$ cat src/rtl/uart_rx_deserializer_if.sv
// uart_rx_deserializer_if
//   Receive-side byte bus from the UART deserializer to the receive datapath.
//   master : driven by the deserializer (byte plus status strobes)
//   slave  : consumer view of the same signals
//   rx_data       DATA_BITS  last received byte, held until the next good frame
//   rx_valid      1          1-cycle strobe, rx_data just updated
//   parity_error  1          1-cycle strobe alongside rx_valid on parity mismatch
//   frame_error   1          1-cycle strobe, stop bit sampled low
//   rx_busy       1          frame reception in progress
interface uart_rx_deserializer_if #(
  parameter int DATA_BITS = 8
);
  logic [DATA_BITS-1:0] rx_data;
  logic                 rx_valid;
  logic                 parity_error;
  logic                 frame_error;
  logic                 rx_busy;

  modport master (
    output rx_data,
    output rx_valid,
    output parity_error,
    output frame_error,
    output rx_busy
  );

  modport slave (
    input rx_data,
    input rx_valid,
    input parity_error,
    input frame_error,
    input rx_busy
  );
endinterface

$ cat src/rtl/uart_rx_deserializer.sv
// uart_rx_deserializer
//   Recovers 8N1 / 8E1 (or 8O1) frames from the asynchronous rx pin and presents
//   each byte on the receive bus with valid / parity / framing strobes.
//   Bit period is programmable at run time via clk_per_bit (clamped to >= 4).
// Ports
//   clk          in   system clock
//   rst_n        in   synchronous active-low reset
//   rx           in   asynchronous serial input, idle high
//   parity_en    in   frame carries a parity bit after the data bits
//   clk_per_bit  in   13-bit clocks per bit
//   rx_bus       master modport: rx_data, rx_valid, parity_error, frame_error, rx_busy
module uart_rx_deserializer #(
  parameter int DATA_BITS   = 8,
  parameter int SYNC_STAGES = 2,
  parameter int PARITY_ODD  = 0
) (
  input  logic                          clk,
  input  logic                          rst_n,
  input  logic                          rx,
  input  logic                          parity_en,
  input  logic [12:0]                   clk_per_bit,
  uart_rx_deserializer_if.master        rx_bus
);

  localparam int IDX_W = $clog2(DATA_BITS + 1);

  typedef enum logic [2:0] {
    IDLE,
    START,
    DATA,
    PARITY,
    STOP
  } state_t;

  state_t               state;
  state_t               state_nxt;

  logic [SYNC_STAGES-1:0] sync_ff;
  logic                 rxs;
  logic                 rxs_prev;

  logic [12:0]          cnt;
  logic [12:0]          cpb;
  logic [12:0]          half_m1;
  logic [12:0]          full_m1;
  logic [IDX_W-1:0]     bit_idx;
  logic [DATA_BITS-1:0] shift;
  logic                 mismatch;
  logic                 pen;

  logic                 start_det;
  logic                 smp_hit;
  logic                 smp_data;
  logic                 smp_par;
  logic                 stop_ok;
  logic                 stop_bad;

  // Metastability synchronizer; resets to the idle-high line level so that
  // leaving reset never looks like a falling edge.
  always_ff @(posedge clk) begin
    if (!rst_n) begin
      sync_ff  <= '1;
      rxs_prev <= 1'b1;
    end else begin
      sync_ff  <= {sync_ff[SYNC_STAGES-2:0], rx};
      rxs_prev <= rxs;
    end
  end

  assign rxs     = sync_ff[SYNC_STAGES-1];
  assign half_m1 = (cpb >> 1) - 13'd1;
  assign full_m1 = cpb - 13'd1;

  // State register
  always_ff @(posedge clk) begin
    if (!rst_n) begin
      state <= IDLE;
    end else begin
      state <= state_nxt;
    end
  end

  // Next-state and sample-point decode
  always_comb begin
    state_nxt = state;
    start_det = 1'b0;
    smp_hit   = 1'b0;
    smp_data  = 1'b0;
    smp_par   = 1'b0;
    stop_ok   = 1'b0;
    stop_bad  = 1'b0;
    case (state)
      IDLE: begin
        // Only a genuine 1->0 transition starts a frame; a line stuck low does not.
        if (rxs_prev && !rxs) begin
          start_det = 1'b1;
          state_nxt = START;
        end
      end
      START: begin
        if (cnt == half_m1) begin
          smp_hit   = 1'b1;
          state_nxt = rxs ? IDLE : DATA;
        end
      end
      DATA: begin
        if (cnt == full_m1) begin
          smp_hit  = 1'b1;
          smp_data = 1'b1;
          if (bit_idx == IDX_W'(DATA_BITS - 1)) begin
            state_nxt = pen ? PARITY : STOP;
          end
        end
      end
      PARITY: begin
        if (cnt == full_m1) begin
          smp_hit   = 1'b1;
          smp_par   = 1'b1;
          state_nxt = STOP;
        end
      end
      STOP: begin
        if (cnt == full_m1) begin
          smp_hit   = 1'b1;
          stop_ok   = rxs;
          stop_bad  = !rxs;
          state_nxt = IDLE;
        end
      end
      default: state_nxt = IDLE;
    endcase
  end

  // Bit timing and payload capture. Bit period and parity mode are frozen at
  // start detect so mid-frame changes cannot corrupt the frame in flight.
  always_ff @(posedge clk) begin
    if (start_det || smp_hit) begin
      cnt <= 13'd0;
    end else begin
      cnt <= cnt + 13'd1;
    end

    if (start_det) begin
      cpb      <= (clk_per_bit < 13'd4) ? 13'd4 : clk_per_bit;
      pen      <= parity_en;
      bit_idx  <= '0;
      mismatch <= 1'b0;
    end else begin
      if (smp_data) begin
        shift   <= {rxs, shift[DATA_BITS-1:1]};
        bit_idx <= bit_idx + IDX_W'(1);
      end
      if (smp_par) begin
        mismatch <= (^shift) ^ rxs ^ 1'(PARITY_ODD);
      end
    end
  end

  // Output strobes, registered one cycle after the stop-bit sample.
  always_ff @(posedge clk) begin
    if (!rst_n) begin
      rx_bus.rx_data      <= '0;
      rx_bus.rx_valid     <= 1'b0;
      rx_bus.parity_error <= 1'b0;
      rx_bus.frame_error  <= 1'b0;
    end else begin
      rx_bus.rx_valid     <= stop_ok;
      rx_bus.parity_error <= stop_ok & mismatch & pen;
      rx_bus.frame_error  <= stop_bad;
      if (stop_ok) begin
        rx_bus.rx_data <= shift;
      end
    end
  end

  // Busy drops in the strobe cycle because the FSM is already back in IDLE.
  assign rx_bus.rx_busy = (state != IDLE);

endmodule

$ cat src/flat_wrapper.sv
// flat-port wrapper written by rule: the top's interface ports become plain ports
module uart_rx_deserializer_flat 
#(
  parameter int DATA_BITS   = 8,
  parameter int SYNC_STAGES = 2,
  parameter int PARITY_ODD  = 0
)
  (clk, rst_n, rx, parity_en, clk_per_bit, rx_bus_rx_data, rx_bus_rx_valid, rx_bus_parity_error, rx_bus_frame_error, rx_bus_rx_busy);
  uart_rx_deserializer_if #(.DATA_BITS(DATA_BITS)) rx_bus_i ();
  input  logic clk;
  input  logic rst_n;
  input  logic rx;
  input  logic parity_en;
  input  logic [12:0] clk_per_bit;
  output wire logic [$bits(rx_bus_i.rx_data)-1:0] rx_bus_rx_data;
  output wire logic [$bits(rx_bus_i.rx_valid)-1:0] rx_bus_rx_valid;
  output wire logic [$bits(rx_bus_i.parity_error)-1:0] rx_bus_parity_error;
  output wire logic [$bits(rx_bus_i.frame_error)-1:0] rx_bus_frame_error;
  output wire logic [$bits(rx_bus_i.rx_busy)-1:0] rx_bus_rx_busy;
  assign rx_bus_rx_data = rx_bus_i.rx_data;
  assign rx_bus_rx_valid = rx_bus_i.rx_valid;
  assign rx_bus_parity_error = rx_bus_i.parity_error;
  assign rx_bus_frame_error = rx_bus_i.frame_error;
  assign rx_bus_rx_busy = rx_bus_i.rx_busy;
  uart_rx_deserializer #(.DATA_BITS(DATA_BITS), .SYNC_STAGES(SYNC_STAGES), .PARITY_ODD(PARITY_ODD)) u_core (.clk(clk), .rst_n(rst_n), .rx(rx), .parity_en(parity_en), .clk_per_bit(clk_per_bit), .rx_bus(rx_bus_i));
endmodule
$ cat config.mk
export PLATFORM = sky130hd
export DESIGN_NAME = uart_rx_deserializer_flat
export DESIGN_NICKNAME = d
export VERILOG_FILES = /design/src/rtl/uart_rx_deserializer_if.sv /design/src/rtl/uart_rx_deserializer.sv /design/src/flat_wrapper.sv
export SDC_FILE = /design/constraint.sdc
export NUM_CORES = 1
export LEC_CHECK = 0
export CAP_MARGIN = 20
export CORE_UTILIZATION = 45
export DETAILED_ROUTE_END_ITERATION = 8
export PLACE_DENSITY = 0.64
export SYNTH_ARGS = -nofsm -noshare
export SYNTH_HDL_FRONTEND = slang
export SYNTH_SLANG_ARGS = --single-unit
export TNS_END_PERCENT = 100
$ cat constraint.sdc
create_clock -name clk -period 4.1 [get_ports clk]
set_clock_uncertainty 0.2 [all_clocks]
set_input_delay 0.82 -clock clk [delete_from_list [all_inputs] [get_ports clk]]
set_output_delay 0.82 -clock clk [all_outputs]
set_load 0.005 [all_outputs]
==> key figures <==
Global routing
  • Largest net degree at the start of global routing: 25
  • GR Util met1: 27.9%
  • Vias in the first global route: 2366
  • GRT Resource Usage Total: 19.8%
  • Met2 usage: 29.1%
  • GRT overflow: 0
  • M3 GR Usage: 4.48%
  • First-pass GRT wire length: 11.3 mm
  • Initial antenna violation count: 0
  • Most Crowded Layer GR: met2

Timing
  • RSZ-0062 raised after global routing: no
  • Max frequency: 0.296 GHz
  • Relative slew slack: 40.8%
  • Final hold vios: 0
  • Fin crit period: 3380 ps
  • Sum of negative setup slack: 0 ps
  • Final setup violation count: 0
  • Final WS setup: 720 ps
  • Worst hold margin: 218 ps
  • Pins Over Slew Limit: 0
  • Final period utilization: 82.4%
  • Worst-Margin Slew: 887 ps

Placement
  • Placer congestion estimate: 0.873
  • Placed insts: 442
  • I/O Buffers: 28
  • Dpl hpwl: 4.72 mm
  • Area after DPL: 0.00350 mm²
  • Pre-CTS WS: 733 ps

Yosys
  • Cell Area, Synth: 0.00321 mm²
  • Async S/R FF share, synth: 0%
  • Cells after synthesis: 344
  • Largest area contributor in the netlist: dfxtp_1
  • Post-synth EDFFs: 22
  • Main synth FF type: dfxtp_1
  • Synth top area share: 21.8%
  • Syn Nets: 365
  • Post-Syn Area per Cell: 9.34 µm²
  • FF+latch count, synth: 57
  • Post-synthesis sequential area ratio: 42.4%
  • Most area-consuming cells after synthesis: dfxtp_1 (22%), edfxtp_1 (21%), xnor2_1 (8.2%), xor2_1 (4.9%), nand2_1 (4.1%)
  • Yosys cell types: 56
  • Ys Warns: 0

Cells and area
  • Area growth syn-to-layout: 14.6%
  • Total area of sequential cells: 0.00136 mm²
  • Fillcell total: 637
  • Post-route design area: 0.00368 mm²
  • Nets: 378
  • Fraction of layout cells with a size suffix above 1: 7.18%
  • Antenna diodes: 0
  • Most frequent cells in the layout: nand2_1 (35), dfxtp_1 (35), xnor2_1 (30)
  • Utilization after layout: 53.9%
  • Layout Cells excl Fill: 458
  • Multi-input combinational cell area: 0.00167 mm²

Clock tree
  • Clk slew on worst S/H paths: 60 ps
  • Clock Path Buffers: 2
  • Hold-fix buffers, CTS: 0
  • Skew-Pair Late Insertion Delay: 340 ps
  • Clk sink count: 57
  • H-tree Lvls: 3
  • CTS tree: built
  • Post-CTS Setup Bufs: 0
  • CTS root buf: clkbuf_8
  • # resized after CTS: 0
  • CTS Buf Count: 9

Run status
  • Outcome: finished, final reports clean

Critical path
  • Req. time, crit path: 4160 ps
  • Startpoint Class: flop
  • Worst R2R Path Depth: 11
  • Worst reg2reg setup slack: 720 ps
  • CP Max Fanout: 14
  • Worst setup EP type: flop
  • Setup CP Type: reg2reg
  • R2r startpoint: u_core.cpb[1]$_SDFFCE_PN0P_
  • Crit path DAT: 3440 ps
  • RR Endpoint: u_core.bit_idx[3]$_SDFFE_PP0P_

Drt
  • Antenna-violating nets left: 0
  • DR iter-0 viols: 202
  • Routed wire length: 6.69 mm
  • Vias: 2538
  • Drc violations: 0
  • Routed len/inst: 14.6 µm
  • Avg Vias per Cell: 5.54
  • First-pass DRT Iterations: 5

Floorplanning
  • Die width: 86.5 µm
  • Die area: 0.00748 mm²
  • # rows: 30
  • I/O pins: 29
  • Total core area: 0.00683 mm²
  • DIE HEIGHT: 86.5 µm
  • Initial Util: 47.1%

Hold path
  • Hold path start: u_core.sync_ff[0]$_SDFF_PN1_
  • Hold path depth: 1
  • HP Class: reg2reg
  • Worst Hold End: u_core.sync_ff[1]$_SDFF_PN1_

Power
  • P per Cell Area: 377 mW/mm²
  • Total Power: 1.39 mW
  • Static Leakage: 1.33 nW
  • Maximum VDD drop: 0.212 mV

Flow run
  • Max Cap Violations: 0
-- worst max-delay path by stage --
stage                                      startpoint                              to  slack (ps)
final                     u_core.cpb[1]$_SDFFCE_PN0P_  u_core.bit_idx[3]$_SDFFE_PP0P_         720
after global routing      u_core.cpb[1]$_SDFFCE_PN0P_  u_core.bit_idx[3]$_SDFFE_PP0P_         380
after CTS                 u_core.cpb[1]$_SDFFCE_PN0P_  u_core.bit_idx[3]$_SDFFE_PP0P_         710
after detailed placement  u_core.cpb[1]$_SDFFCE_PN0P_  u_core.bit_idx[3]$_SDFFE_PP0P_         730
after global placement    u_core.cpb[1]$_SDFFCE_PN0P_  u_core.bit_idx[3]$_SDFFE_PP0P_         870
after floorplan           u_core.cpb[1]$_SDFFCE_PN0P_  u_core.bit_idx[3]$_SDFFE_PP0P_        1140
-- final cells by class --
type,count,area share (%)
clock buffers,11,4.14
clock inverters,5,0.781
inverters,11,1.12
multi-input cells,246,45.3
flip-flops and latches,57,36.9
well taps,96,3.26
repair buffers,32,8.42
-- worst max-delay path: stages (launching register included) --
cell      delay (ps)
edfxtp_1         460
inv_1            160
ha_1             280
nor3b_4          410
a21boi_1         110
o41ai_1          320
nor2_1           160
nor3_4           260
and4_1           220
buf_4            210
or3b_1           360
a21oi_1          150
-- sequential cells by signal (all words and copies together), names as in the netlist, 2 cells and up --
| signal | cells |
|---|---|
| u_core.cpb | 13 |
| u_core.state | 3 |
| u_core.cnt | 13 |
| u_core.sync_ff | 2 |
| u_core.shift | 8 |
| u_core.bit_idx | 4 |
| u_core.rx_bus.rx_data | 8 |
-- cell usage after synthesis, drive strengths merged (2+ instances only) --
library cell  number
a211oi             3
a21oi              8
a31oi              6
and2               4
and3               9
buf               10
clkbuf            20
dfxtp             35
edfxtp            22
ha                 4
inv               11
mux2i             10
nand2             36
nand2b             6
nand3             16
nand3b             2
nand4              4
nand4b             3
nor2              14
nor3               8
nor3b              3
nor4              20
o211ai             3
o21ai              8
o22ai              2
o41ai              2
or3                5
or3b               3
or4                2
xnor2             30
xor2              18
-- logic make-up (layout without fill, tap and decap cells) --
logic type	after synthesis	count (layout)	synth area share (%)
xor+xnor	48	48	13.1
buf+inv	41	59	5.68
flops	57	57	42.4
simple gates	140	140	24.7
compound gates	43	43	9.19
mux	11	11	3.46
fa+ha+maj	4	4	1.56
-- where the power goes --
| part | internal (mW) | switching, mW | leakage [nW] |
|---|---|---|---|
| combinational | 0.114 | 0.0997 | 0.760 |
| clock | 0.251 | 0.223 | 0.0879 |
| sequential | 0.626 | 0.0762 | 0.484 |
| total | 0.992 | 0.399 | 1.33 |
-- layer usage --
metal / vias up / wire length, µm
met5: - / 0
met4: 0 / 108
met3: 11 / 279
met2: 54 / 2880
met1: 1215 / 3420
li1: 1258 / -
No activity file was read; power rests on OpenSTA's default activity.
